## src/rtl/mem_resp_pkg.sv

```systemverilog
// Shared types and constants for the memory access responder.
// State encoding, wait-state limits and word-alignment helper.
package mem_resp_pkg;

    typedef enum logic [2:0] {
        ST_IDLE   = 3'd0,
        ST_ACCESS = 3'd1,
        ST_WAIT   = 3'd2,
        ST_DONE   = 3'd3,
        ST_ERR    = 3'd4
    } mem_resp_state_t;

    localparam int MEM_WAIT_MAX   = 15;
    localparam int MEM_WORD_BYTES = 4;
    localparam int MEM_CNT_W      = 4;
    localparam int MEM_OFS_W      = $clog2(MEM_WORD_BYTES);

    function automatic logic word_misaligned(input logic [MEM_OFS_W-1:0] lsbs);
        return (lsbs != '0);
    endfunction

endpackage

```

## src/rtl/wait_counter.sv

```systemverilog
// Loadable 4-bit down-counter for responder wait states; saturates at zero.
// zero_o/last_o decode the current count (0 and 1) combinationally.
module wait_counter
    import mem_resp_pkg::*;
(
    input  logic                 clock,
    input  logic                 reset,
    input  logic                 load_i,
    input  logic [MEM_CNT_W-1:0] load_val_i,
    input  logic                 dec_i,
    output logic                 zero_o,
    output logic                 last_o
);

    logic [MEM_CNT_W-1:0] cnt_q, cnt_d;

    always_comb begin
        cnt_d = cnt_q;
        if (load_i) begin
            cnt_d = load_val_i;
        end else if (dec_i && (cnt_q != '0)) begin
            cnt_d = cnt_q - 1'b1;
        end
    end

    always_ff @(posedge clock or posedge reset) begin
        if (reset) begin
            cnt_q <= '0;
        end else begin
            cnt_q <= cnt_d;
        end
    end

    assign zero_o = (cnt_q == '0);
    assign last_o = (cnt_q == MEM_CNT_W'(1));

endmodule

```

## src/rtl/mem_access_responder.sv

```systemverilog
// Single-outstanding word RAM responder: one access per req, done after WAIT_CYCLES+2 cycles (1 for misaligned).
// ready is low while busy; req seen while busy is dropped, not queued.
module mem_access_responder
    import mem_resp_pkg::*;
#(
    parameter int WAIT_CYCLES = 2,
    parameter int ADDR_W      = 32,
    parameter int DATA_W      = 32
) (
    input  logic                 clock,
    input  logic                 reset,
    input  logic                 req,
    input  logic                 we,
    input  logic [ADDR_W-1:0]    addr,
    input  logic [DATA_W-1:0]    wdata,
    output logic                 ready,
    output logic                 done,
    output logic [DATA_W-1:0]    rdata,
    output logic                 misalign_err,
    output logic [ADDR_W-3:0]    ram_addr,
    output logic                 ram_we,
    output logic [DATA_W-1:0]    ram_wdata,
    input  logic [DATA_W-1:0]    ram_rdata
);

    if (WAIT_CYCLES < 0 || WAIT_CYCLES > MEM_WAIT_MAX) begin : g_wait_range
        $error("mem_access_responder: WAIT_CYCLES must be within 0..15");
    end

    localparam logic [MEM_CNT_W-1:0] WAIT_LOAD = MEM_CNT_W'(WAIT_CYCLES);

    mem_resp_state_t   state_q, state_d;
    logic              we_q;
    logic              done_q;
    logic              err_q;
    logic [DATA_W-1:0] rdata_q;
    logic [ADDR_W-3:0] ram_addr_q;
    logic              ram_we_q;
    logic [DATA_W-1:0] ram_wdata_q;

    logic cnt_load, cnt_dec, cnt_zero, cnt_last;
    logic accept, misaligned, read_done;

    assign accept     = (state_q == ST_IDLE) && req;
    assign misaligned = word_misaligned(addr[MEM_OFS_W-1:0]);
    assign read_done  = (state_q == ST_DONE) && !we_q;

    wait_counter u_wait_counter (
        .clock      (clock),
        .reset      (reset),
        .load_i     (cnt_load),
        .load_val_i (WAIT_LOAD),
        .dec_i      (cnt_dec),
        .zero_o     (cnt_zero),
        .last_o     (cnt_last)
    );

    always_comb begin
        state_d  = state_q;
        cnt_load = 1'b0;
        cnt_dec  = 1'b0;
        unique case (state_q)
            ST_IDLE: begin
                if (req) begin
                    state_d = misaligned ? ST_ERR : ST_ACCESS;
                end
            end
            ST_ACCESS: begin
                cnt_load = 1'b1;
                state_d  = (WAIT_CYCLES > 0) ? ST_WAIT : ST_DONE;
            end
            ST_WAIT: begin
                cnt_dec = 1'b1;
                // zero is a guard only; a loaded count always passes through 1
                if (cnt_last || cnt_zero) begin
                    state_d = ST_DONE;
                end
            end
            ST_DONE: state_d = ST_IDLE;
            ST_ERR:  state_d = ST_IDLE;
            default: state_d = ST_IDLE;
        endcase
    end

    always_ff @(posedge clock or posedge reset) begin
        if (reset) begin
            state_q     <= ST_IDLE;
            we_q        <= 1'b0;
            done_q      <= 1'b0;
            err_q       <= 1'b0;
            rdata_q     <= '0;
            ram_addr_q  <= '0;
            ram_we_q    <= 1'b0;
            ram_wdata_q <= '0;
        end else begin
            state_q  <= state_d;
            done_q   <= (state_d == ST_DONE) || (state_d == ST_ERR);
            err_q    <= (state_d == ST_ERR);
            ram_we_q <= 1'b0;
            if (accept && !misaligned) begin
                ram_addr_q  <= addr[ADDR_W-1:MEM_OFS_W];
                ram_wdata_q <= wdata;
                ram_we_q    <= we;
                we_q        <= we;
            end
            if (read_done) begin
                rdata_q <= ram_rdata;
            end
        end
    end

    // The RAM word only lands in the DONE cycle when WAIT_CYCLES=0, so it is
    // forwarded during DONE and held in rdata_q from the next cycle on.
    assign rdata        = read_done ? ram_rdata : rdata_q;
    assign ready        = (state_q == ST_IDLE);
    assign done         = done_q;
    assign misalign_err = err_q;
    assign ram_addr     = ram_addr_q;
    assign ram_we       = ram_we_q;
    assign ram_wdata    = ram_wdata_q;

endmodule

```

## config.mk

```make
export PLATFORM = sky130hd
export DESIGN_NAME = mem_access_responder
export DESIGN_NICKNAME = d
export VERILOG_FILES = /design/src/rtl/mem_resp_pkg.sv /design/src/rtl/wait_counter.sv /design/src/rtl/mem_access_responder.sv
export SDC_FILE = /design/constraint.sdc
export NUM_CORES = 1
export LEC_CHECK = 0
export BUFFER_PORTS_ARGS = -buffer_cell sky130_fd_sc_hd__buf_2
export CAP_MARGIN = 5
export CORE_MARGIN = 2
export CORE_UTILIZATION = 50
export DETAILED_ROUTE_END_ITERATION = 7
export PLACE_DENSITY_LB_ADDON = 0.05
export SYNTH_ARGS = -nofsm -noshare
export SYNTH_HDL_FRONTEND = slang
export SYNTH_SLANG_ARGS = --single-unit
```

## constraint.sdc

```tcl
create_clock -name clock -period 10.4 [get_ports clock]
set_input_delay 1.56 -clock clock [delete_from_list [all_inputs] [get_ports clock]]
set_output_delay 1.56 -clock clock [all_outputs]
set_load 0.02 [all_outputs]
```

Word level (Yosys, flattened, before mapping)
Cells that the tools add are included.
- register bits: 105
- bits of input ports: 100
- output and inout bits: 98
- logic and storage cells: 39
- add/subtract/negate cells: 1
- equal/unequal tests: 6
- muxes and demuxes: 10
- reduce and logical (&&, ||, !) cells: 13
- operators by type and width (kind ; number):
    $mux W32 ; 1
    $eq A3 B2 Y1 const B ; 3
    $mux W3 ; 3
    $pmux W3 S3 ; 1
    $mux W4 ; 2
    $eq A4 B1 Y1 const B ; 1
    $logic_and A1 B1 Y1 ; 4
    $logic_not A4 Y1 ; 1
    $reduce_bool A2 Y1 ; 2
    $reduce_bool A4 Y1 ; 1
    $sub A4 B1 Y4 const B ; 1
    $eq A3 B1 Y1 const B ; 1
    $eq A3 B3 Y1 const B ; 1
    $logic_not A3 Y1 ; 1
    $mux W1 ; 3
    $logic_not A1 Y1 ; 2
    $logic_or A1 B1 Y1 ; 2

Logic depth before layout (Yosys ltp)
Gate-level depths: netlist of run 1.
- word-level depth: 6
- depth in mapped cells: 5
- depth with buffers taken out: 5

Modules after synthesis
A second synthesis of run 1 with hierarchy kept.
- cell total of the unflattened synthesis: 255
- area total of the unflattened synthesis: 4300.4 um^2
- modules (own cells, without submodules) (module ; instances ; cells each ; area an instance (um^2) ; sequential area each (um^2)):
    mem_access_responder ; 1 ; 224 ; 4026.4 ; 2527.4
    wait_counter ; 1 ; 31 ; 274.0 ; 100.1

Worst setup path after synthesis of run 1
Ideal clock, no wire load.
- kind: input to output
- from: in ram_rdata[0]
- to: out rdata[0]
- arrival: 1871 ps
- data required time: 8840 ps
- path slack: 6969 ps
- stages on the path: 1
- buffers on the path: 0
- path through: mux2_2
- longest elaborated chain between the ends: 1
- ends and longest elaborated chain (what ; RTL line ; text):
    start, declared ; mem_access_responder.sv:23 ; input logic [DATA_W-1:0] ram_rdata
    $mux W32 ; -- ;
    end, declared ; mem_access_responder.sv:18 ; output logic [DATA_W-1:0] rdata,
No other way between the ends.

Worst setup path in the final report of run 1
- from: in ram_rdata[1]
- to: out rdata[1]
Same word-level chain as after synthesis.

==> summary.md, run 1 <==
| Metric | Value |
|---|---|
| PD cells | 308.8 nW/um^2 |
| Status | finished clean |
| P_int | 0.001051 W |
| CP max FO | 2 |
| Multi-input logic area | between 1000 and 1500 sq um |
| Number of buffers created by CTS | 9 |
| Syn Area/Cell | 17.02 sq um |
| Post-synth EDFFs | 0 |
| Post-route insts no fill | between 500 and 600 |
| Metal-1 WL | between 3 and 4 mm |
| TritonCTS clock tree | built |
| Synth top area cells | dfrtp_1 63%, mux2_4 17%, mux2_2 13%, buf_6 1.6%, ha_1 0.60% |
| Slew @ Worst Pin | 1.113 ns |
| Ys async rst share | 1.000 |
| Net Sw Power | 0.0006296 W |
| Post-synth top area cell | dfrtp_1 |
| Hold crit path type | reg -> reg |
| Req. time, crit path | 8.84 ns |
| CP Class | in -> out |
| Crit-path max cell delay | 0.27 ns |
| Largest net degree at the start of global routing | 88 |
| Htree depth | 3 |
| Global-route usage over all layers | 0.1851 |
| Placed insts | 538 |
| Final nets | 546 |
| Die H | between 90 and 100 microns |
| Slew Viols, Final | 0 |
| Fillers | approximately 660 |
| Syn nets | 348 |
| Cell Rows | 33 |
| Clock net sink count | roughly 110 |
| Die X | 95.51 microns |
| Post-Place Setup Slack | 6.733 ns |
| First-pass GRT wire length | approximately 13 mm |
| Routed wl met3 | 795 microns |
| Yosys cell types | 22 |
| CTS resizes | 0 |
| Final Hold Viols | 0 |
| Unrepaired setup endpoints after global routing | no |
| RePlAce Congestion | approximately 0.68 |
| Final Skew | roughly 0.013 ns |
| Detailed Route Iter0 Violations | 54 |
| Netlist Area Pre-Place | about 4200 sq um |
| Port Buffers | roughly 200 |
| Clk buf depth | 2 |
| Peak VDD IR | roughly 0.00014 V |
| Sequential power share | 0.406 |
| Core ar. | 8175 sq um |
| Commonest non-fill, non-tap cell in the layout | buf_2 |
| Clk pwr share | 0.141 |
| Setup TNS | 0 ns |
| Area growth, synth to finish | 30.01% |
| Most frequent cells in the layout | 197 x buf_2, 105 x dfrtp_1, 48 x mux2_4 |
| Vias in the first global route | 2,661 |
| ANT nets after route | 0 |
| Min Tclk post-route | 3.656 ns |
| DR vias/cell | 4.814 |
| Cells after Synth | 246 |
| Detailed Place HPWL | 6.174 mm |
| CP endpoint kind | output port |
| Top-area cell type share of the netlist area | 0.6276 |
| WL met2 | 4.175 mm |
| Relative slew margins | 0.2579 |
| Predominant post-synthesis flop cell | dfrtp_1 |
| Register bit total from synthesis | roughly 110 |
| Highest Signal Layer | met4 |
| Worst-skew pair later-pin latency | 0.36 ns |
| Nature of the critical path startpoint | input pin |
| Post-CTS setup buffer count | 0 |
| Die area | 9121 sq um |
| Clock-pin transition on the worst setup and hold timing paths | around 0.080 ns |
| Sequential-to-total area share from yosys stat | 0.6276 |
| Final period utilization | 0.3515 |
| Maxcap violations | 0 |
| Crit path cell chain | buf_2, mux2_2, buf_2 |
| Layout cells sized above 1 | 0.7016 |
| Leak | 2.977 nW |
| Critical Path AT | 2.10 ns |
| DR WL/cell | approximately 15 microns |
| Final Setup Violations | 0 |
| Worst Hold Slack | 0.5004 ns |
| # DRC | 0 |
| Most Frequent Cell on Critical Path | buf_2 |
| Initial antenna violation count | 0 |
| Sw frac | 0.3745 |
| Overflow after GRT | 0 |
| DR pass1 iterations | 4 |
| Final setup margin | 6.744 ns |
| Via count | 2,667 |
| Fmax | between 200 and 300 MHz |
| Total area of sequential cells | 2628 sq um |
| N_diodes | 0 |
| I/O pin count | 198 |
| Clock root buffer | clkbuf_8 |
| Drt total wl | approximately 8.4 mm |
| Cts hold-fix bufs | 0 |
| Initial Util | 0.5121 |
| Yosys Warn Count | 0 |
| Final core occ | 0.6657 |
| Combinational fraction of design power | 0.454 |
| Slowest stage cell, crit path | mux2_2 |
==> per-stage QoR <==
step / instance area (sq um) / total power [W]
global route: 5443 / 0.001788
floorplan: 4187 / 0.001204
CTS: 5443 / 0.001703
global placement: 5250 / 0.001442
detailed placement: 5250 / 0.001460
finish: 5443 / 0.001681
==> cells by family after synthesis <==
family | synth area share
mux | 0.3033
buf+inv | 0.02540
compound gates | 0.007472
flops | 0.6276
simple gates | 0.03019
fa+ha+maj | 0.005976
==> cell type report <==
class                   count  share of cell area
clock inverters             3            0.004368
flip-flops and latches    105              0.4828
inverters                   4            0.003218
multi-input cells         125              0.2706
well taps                 105             0.02414
repair buffers            199              0.1839
clock buffers              13             0.03103
==> power by group through the flow <==
stage	sequential (W)	combinational, W	clock (W)
4_1_cts	0.000683	0.000774	0.000247
3_5_place_dp	0.000687	0.000773	0
3_3_place_gp	0.000679	0.000763	0
5_1_grt	0.000706	0.000817	0.000265
6_report	0.000682	0.000763	0.000236
2_1_floorplan	0.000835	0.000369	0
==> critical path, delay by kind of cell <==
family                 cells  cell delay [ns]
buffers and inverters      2             0.27
multiplexers               1             0.27
==> synth_stat cells (all sizes together), types with 2 or more instances <==
cell / n
dfrtp: 105
mux2: 95
buf: 10
nor2: 5
inv: 4
nand2: 4
o21ai: 3
or3: 3
clkbuf: 2
ha: 2
mux2i: 2
nor3: 2
nor3b: 2
or3b: 2
==> worst paths after layout <==
check	start	to	slack [ns]	cells past startpoint
hold reg to reg	rdata_q[9]$_DFF_PP0_	rdata_q[9]$_DFF_PP0_	0.50	1
max in group asynchronous	reset	ram_addr[15]$_DFFE_PP0P_	7.97	3
hold / removal	rdata_q[9]$_DFF_PP0_	rdata_q[9]$_DFF_PP0_	0.50	1
min in group asynchronous	reset	ram_addr[17]$_DFFE_PP0P_	1.12	2
setup / recovery	ram_rdata[1]	rdata[1]	6.74	3
setup reg to reg	state_q[0]$_DFF_PP0_	ram_addr[13]$_DFFE_PP0P_	8.06	3
==> state kept, by name (all words and copies together) (netlist names), 3 cells and up <==
signal                count
rdata_q                  32
ram_wdata                32
u_wait_counter.cnt_q      4
state_q                   3
ram_addr                 30
==> per-layer routing <==
metal,track usage,vias up
li1,-,1248
met1,0.2210,1299
met2,0.3034,111
met3,0.07431,9
met4,0.06786,0
met5,0,-
No activity file was read; power rests on OpenSTA's default activity.
==> run 2: changes to the inputs <==
--- a/config.mk
+++ b/config.mk
@@ -8,7 +8,7 @@
 export BUFFER_PORTS_ARGS = -buffer_cell sky130_fd_sc_hd__buf_2
 export CAP_MARGIN = 5
 export CORE_MARGIN = 2
-export CORE_UTILIZATION = 50
+export CORE_UTILIZATION = 42
 export DETAILED_ROUTE_END_ITERATION = 7
 export PLACE_DENSITY_LB_ADDON = 0.05
 export SYNTH_ARGS = -nofsm -noshare
==> constraint.sdc (replaced) <==
create_clock -name clock -period 3.1 [get_ports clock]
set_input_delay 0.465 -clock clock [delete_from_list [all_inputs] [get_ports clock]]
set_output_delay 0.465 -clock clock [all_outputs]
set_load 0.02 [all_outputs]
==> summary.md, run 2 (same netlist as run 1, synthesis figures left out) <==
| Metric | Value |
|---|---|
| Status | finished clean |
| Clock root buffer | clkbuf_8 |
| Clock-pin transition on the worst setup and hold timing paths | 0.09 ns (about the same) |
| Commonest non-fill, non-tap cell in the layout | buf_2 |
| CP endpoint kind | output port |
| Worst Hold Slack | 0.1826 ns (-0.3178 ns) |
| Setup TNS | 0 ns (unchanged) |
| Post-CTS setup buffer count | 0 (unchanged) |
| I/O pin count | 198 (unchanged) |
| Critical Path AT | 2.12 ns (+0.02 ns) |
| Initial Util | 0.4303 (-0.08179) |
| CTS resizes | 0 (unchanged) |
| Detailed Route Iter0 Violations | 76 (+41%) |
| ANT nets after route | 0 (unchanged) |
| Final Setup Violations | 0 (unchanged) |
| Fmax | 386.6 MHz |
| Largest net degree at the start of global routing | 66 (-25%) |
| First-pass GRT wire length | 14.39 mm (+13%) |
| Slew @ Worst Pin | 1.137 ns (+0.02336 ns) |
| Req. time, crit path | 2.63 ns (-6.21 ns) |
| RePlAce Congestion | 0.7251 (+5.9%) |
| Vias in the first global route | 2,806 (+5.4%) |
| Hold crit path type | in -> async |
| CP max FO | 32 (+30) |
| Final core occ | 0.5671 (-0.09862) |
| Core ar. | 9729 sq um (+19%) |
| Die H | 103.8 microns (+8.7%) |
| Clock net sink count | 105 (unchanged) |
| Area growth, synth to finish | 31.80% |
| Die area | 10,780 sq um (+18%) |
| Leak | 3.003 nW (+0.86%) |
| DR WL/cell | 15.18 microns (-0.11%) |
| Final period utilization | 0.8344 |
| DR pass1 iterations | 4 (unchanged) |
| Final nets | 547 (+0.18%) |
| TritonCTS clock tree | built |
| Drt total wl | 8.864 mm (+5.3%) |
| Initial antenna violation count | 1 (+1) |
| Min Tclk post-route | 2.587 ns |
| Final Skew | 0.006945 ns (-0.005633 ns) |
| Final Hold Viols | 0 (unchanged) |
| Slew Viols, Final | 0 (unchanged) |
| Global-route usage over all layers | 0.1684 (-0.01676) |
| Nature of the critical path startpoint | flop |
| Detailed Place HPWL | 6.337 mm (+2.6%) |
| Port Buffers | 197 (unchanged) |
| Maxcap violations | 0 (unchanged) |
| Layout cells sized above 1 | 0.7044 (+0.002885) |
| Most frequent cells in the layout | 197 x buf_2, 105 x dfrtp_1, 48 x mux2_4 |
| Worst-skew pair later-pin latency | 0.35 ns (about the same) |
| CP Class | reg -> out |
| Cts hold-fix bufs | 0 (unchanged) |
| R2R Setup Slk | 0.76 ns (-7.30 ns) |
| Pwr Total | 0.005730 W (+240%) |
| Relative slew margins | 0.2423 (-0.01557) |
| Number of buffers created by CTS | 9 (unchanged) |
| Via count | 2,654 (-0.49%) |
| Clk buf depth | 2 (unchanged) |
| Htree depth | 3 (unchanged) |
| Cell Rows | 36 (+9.1%) |
| PD cells | 1038 nW/um^2 (+240%) |
| Die X | 103.8 microns (+8.7%) |
| Unrepaired setup endpoints after global routing | no |
| # DRC | 0 (unchanged) |
| Overflow after GRT | 0 (unchanged) |
| DR vias/cell | 4.545 (-5.6%) |
| Peak VDD IR | 0.0005465 V (+280%) |
## run 2: cell types whose count changed in the layout (fill, tap and decap cells not counted)
cell / delta
buf_12: +1
bufinv_16: +2
clkbuf_1: -1
clkbuf_8: -3
clkinv_2: +5
clkinv_4: -1
clkinvlp_4: -1
diode_2: +1
inv_4: -1
## run 2: stage by stage
step / std cells / instance area (sq um) / setup WS, ns
floorplan: 246 / 4190 / 1.013
global placement: 567 / 5306 / 0.7549
detailed placement: 567 / 5306 / 0.7213
CTS: 583 / 5515 / 0.4794
global route: 584 / 5518 / 0.3804
finish: 584 / 5518 / 0.5133
## run 2: cell type report
type / instances / area [sq um]
inverter: 4 / 18.77
timing repair buffer: 200 / 1021
tap: 133 / 166.4
clock inverter: 7 / 85.08
clock buffer: 9 / 123.9
fill: 835 / 4212
antenna: 1 / 2.502
multi-input combinational: 125 / 1473
sequential: 105 / 2628
## run 2: where the power goes
group	internal (W)	switching (W)
clock	0.000448	0.000438
combinational	0.00118	0.00138
sequential	0.00199	0.000291
total	0.00362	0.00211
## run 2: metal layers
layer | GRT usage | share of wire
met4 | 0.05212 | 0.0078
met2 | 0.2603 | 0.49
met3 | 0.05286 | 0.063
met5 | 0 | 0
met1 | 0.2279 | 0.44
## run 2: worst paths after layout
check	end	from	cells after the start
worst max register to register	ram_addr[20]$_DFFE_PP0P_	state_q[0]$_DFF_PP0_	3
worst min register to register	rdata_q[6]$_DFF_PP0_	rdata_q[6]$_DFF_PP0_	1
max in group asynchronous	u_wait_counter.cnt_q[3]$_DFFE_PP0P_	reset	3
worst max-delay path	rdata[3]	state_q[2]$_DFF_PP0_	4
min in group clock	ram_addr[21]$_DFFE_PP0P_	addr[23]	2
worst min-delay path	ram_wdata[21]$_DFFE_PP0P_	reset	3
## run 2: critical path: stages, from the launching register on
cell and delay, ns:
dfrtp_1 0.45, nor4bb_4 0.31, buf_4 0.43, mux2_2 0.40, buf_2 0.17
==> run 3: changes to the inputs <==
--- a/config.mk
+++ b/config.mk
@@ -5,10 +5,11 @@
 export SDC_FILE = /design/constraint.sdc
 export NUM_CORES = 1
 export LEC_CHECK = 0
+export ABC_AREA = 1
 export BUFFER_PORTS_ARGS = -buffer_cell sky130_fd_sc_hd__buf_2
 export CAP_MARGIN = 5
 export CORE_MARGIN = 2
-export CORE_UTILIZATION = 42
+export CORE_UTILIZATION = 43
 export DETAILED_ROUTE_END_ITERATION = 7
 export PLACE_DENSITY_LB_ADDON = 0.05
 export SYNTH_ARGS = -nofsm -noshare
==> constraint.sdc (replaced) <==
create_clock -name clock -period 2.1 [get_ports clock]
set_input_delay 0.315 -clock clock [delete_from_list [all_inputs] [get_ports clock]]
set_output_delay 0.315 -clock clock [all_outputs]
set_load 0.02 [all_outputs]
==> summary.md, run 3 <==
| Metric | Value |
|---|---|
| Status | finished clean |
| Synth Area in Simple Gates | 0.1156 (+0.08539) |
| Post-synth EDFFs | 0 (unchanged) |
| Clock net sink count | 105 (unchanged) |
| Final period utilization | 0.9379 |
| Hold crit path type | in -> reg |
| Crit path cell chain | inv_1, nor2_1, nand3_2, buf_12, nand2_1, o21ai_1, buf_2 |
| Syn nets | 562 (+61%) |
| Initial antenna violation count | 0 (-1) |
| Most frequent cells in the layout | 196 x buf_2, 109 x nand2_1, 105 x dfrtp_1 |
| Clock root buffer | clkbuf_8 |
| Post-synth top area cell | dfrtp_1 |
| Drt total wl | 9.184 mm (+3.6%) |
| Synth top area cells | dfrtp_1 59%, o21ai_2 12%, nand2_1 9.1%, inv_1 8.7%, buf_6 3.3% |
| Overflow after GRT | 0 (unchanged) |
| Relative slew margins | 0.5514 (+0.3091) |
| PD cells | 1486 nW/um^2 (+43%) |
| Core ar. | 10,230 sq um (+5.2%) |
| Post-Place Setup Slack | 0.4146 ns (-0.3067 ns) |
| Ys async rst share | 1.000 (unchanged) |
| DR pass1 iterations | 4 (unchanged) |
| Maxcap violations | 0 (unchanged) |
| Clock-pin transition on the worst setup and hold timing paths | 0.10 ns (about the same) |
| Fillers | 967 (+16%) |
| Slew @ Worst Pin | 0.6730 ns (-0.4636 ns) |
| Crit-path max cell delay | 0.41 ns (-0.04 ns) |
| I/O pin count | 198 (unchanged) |
| Final Skew | 0.01016 ns (+0.003214 ns) |
| # DRC | 0 (unchanged) |
| Vias in the first global route | 3,231 (+15%) |
| Clk buf depth | 2 (unchanged) |
| Die area | 11,260 sq um (+4.4%) |
| Yosys cell types | 17 (-23%) |
| CP top delay family | buffers and inverters |
| Port Buffers | 197 (unchanged) |
| Slew Viols, Final | 0 (unchanged) |
| Area growth, synth to finish | 28.89% |
| Register bit total from synthesis | 105 (unchanged) |
| Netlist Area Pre-Place | 4482 sq um (+7.1%) |
| Number of buffers created by CTS | 9 (unchanged) |
| Req. time, crit path | 1.78 ns (-0.85 ns) |
| Commonest non-fill, non-tap cell in the layout | buf_2 |
| WP buf/inv | 3 (+1) |
| Htree depth | 3 (unchanged) |
| RePlAce Congestion | 0.7517 (+3.7%) |
| Nature of the critical path startpoint | flop |
| Placed insts | 777 (+37%) |
| Die H | 106.1 microns (+2.2%) |
| N_diodes | 0 (-1) |
| Die X | 106.1 microns (+2.2%) |
| Initial Util | 0.4381 (+0.007760) |
| Fmax | 507.7 MHz |
| First-pass GRT wire length | 15.05 mm (+4.6%) |
| Peak VDD IR | 0.0006823 V (+25%) |
| Post-synthesis adder-cell area fraction | 0.005583 (-0.0003938) |
| Final Hold Viols | 0 (unchanged) |
| CP Class | reg -> out |
| Multiplexer share of the synthesized area | 0 (-0.3033) |
| Cells after Synth | 460 (+87%) |
| Detailed Place HPWL | 6.632 mm (+4.7%) |
| TritonCTS clock tree | built |
| Leak | 3.424 nW (+14%) |
| Clk pwr share | 0.151 (-0.004) |
| DR vias/cell | 4.326 (-4.8%) |
| Post-synth top cells | 109 x nand2_1, 105 x dfrtp_1, 104 x inv_1 |
| DR WL/cell | 11.55 microns (-24%) |
| Final nets | 756 (+38%) |
| Slowest stage cell, crit path | dfrtp_1 |
| Predominant post-synthesis flop cell | dfrtp_1 |
| Worst-skew pair later-pin latency | 0.37 ns (+0.02 ns) |
| P_int | 0.004987 W (+38%) |
| Synth Area in Compound Gates | 0.1633 (+0.1558) |
| Sw frac | 0.4189 (+0.05039) |
| Xor/xnor share of the synthesized area | 0.001954 (+0.001954) |
| Placed Area | 5549 sq um (+4.6%) |
| Sequential power share | 0.390 (-0.008) |
| Syn Area/Cell | 9.743 sq um (-43%) |
| Post-route insts no fill | 795 (+36%) |
| Via count | 3,439 (+30%) |
| CP endpoint kind | output port |
| Yosys Warn Count | 0 (unchanged) |
| Final Setup Violations | 0 (unchanged) |
| Main combinational cell family by area after synthesis | compound AO/OA/AOI/OAI gates |
| Min Tclk post-route | between 1.5 and 2 ns |
| Detailed Route Iter0 Violations | 179 (+140%) |
| Sequential-to-total area share from yosys stat | 0.5863 (-0.04135) |
| Global-route usage over all layers | 0.1693 (+0.0009261) |
| Combinational fraction of design power | 0.458 (+0.011) |
| Critical Path AT | 1.65 ns (-0.47 ns) |
| Net Sw Power | 0.003595 W (+70%) |
| Cell Rows | 37 (+2.8%) |
| ANT nets after route | 0 (unchanged) |
| Top-area cell type share of the netlist area | 0.5863 (-0.04135) |
| Post-route cell area | 5777 sq um (+4.7%) |
| Final setup margin | 0.1303 ns (-0.3830 ns) |
| Largest net degree at the start of global routing | 129 (+95%) |
| CP max FO | 64 (+100%) |
| Layout cells sized above 1 | 0.4294 (-0.2750) |
| Most common cell in the synthesized netlist | nand2_1 |
| Pwr Total | 0.008582 W (+50%) |
[run 3: cell families after synthesis]
logic type	count (synthesis)
compound gates	99
simple gates	129
fa+ha+maj	2
flops	105
buf+inv	124
xor+xnor	1
[run 3: cell type report]
cell class | instances | area, sq um | area share
multi-input combinational | 231 | 1291 | 0.2235
sequential | 105 | 2628 | 0.4548
timing repair buffer | 203 | 1086 | 0.1880
inverter | 104 | 394.1 | 0.06823
clock buffer | 14 | 172.7 | 0.02989
clock inverter | 2 | 35.03 | 0.006065
tap | 136 | 170.2 | 0.02946
[run 3: per-stage QoR]
stage,util,TNS (ns),hold WS [ns]
after floorplan,-,0,0.4557
after global placement,0.5424,0,0.3857
after detailed placement,0.5424,0,0.3854
after CTS,0.5637,0,0.1499
after global routing,0.5646,-0.009651,0.1430
final,0.5646,0,0.1711
[run 3: power groups by stage]
stage	Combinational, W	Clock [W]	Sequential (W)
after floorplan	0.00196	0	0.00409
after global routing	0.00433	0.00144	0.00347
after detailed placement	0.00396	0	0.00340
after global placement	0.00389	0	0.00337
after CTS	0.00396	0.00136	0.00336
final	0.00393	0.00130	0.00335
[run 3: final timing paths]
kind	slack (ns)	start	end	cells past startpoint
setup / recovery	0.13	state_q[1]$_DFF_PP0_	rdata[1]	7
hold / removal	0.17	addr[20]	ram_addr[18]$_DFFE_PP0P_	3
setup reg to reg	0.49	state_q[1]$_DFF_PP0_	ram_addr[2]$_DFFE_PP0P_	6
hold reg to reg	0.48	ram_addr[3]$_DFFE_PP0P_	ram_addr[3]$_DFFE_PP0P_	2
max in group asynchronous	0.91	reset	ram_wdata[8]$_DFFE_PP0P_	4
min in group asynchronous	0.54	reset	rdata_q[13]$_DFF_PP0_	3
[run 3: timing repair]
| action | 4_1_cts | 5_1_grt |
|---|---|---|
| setup endpoints to repair | 1 | 29 |
| endpoints found under the hold margin | 20 | 0 |
| setup buffers | 0 | 1 |
| hold buffers | 1 | 0 |
| cloned | 0 | 0 |
| gates resized for setup | 1 | 12 |
[run 3: worst min-delay path: cells and delay by family]
family / cells / cell delay, ns
AO/OA/AOI/OAI: 1 / 0.05
buffers and inverters: 2 / 0.14
[run 3: per-layer routing]
layer | part of all wire | track usage | vias up
met5 | 0 | 0 | -
met3 | 0.091 | 0.06254 | 16
met4 | 0.024 | 0.08177 | 0
met1 | 0.44 | 0.2104 | 1515
met2 | 0.44 | 0.2618 | 131
li1 | - | - | 1777
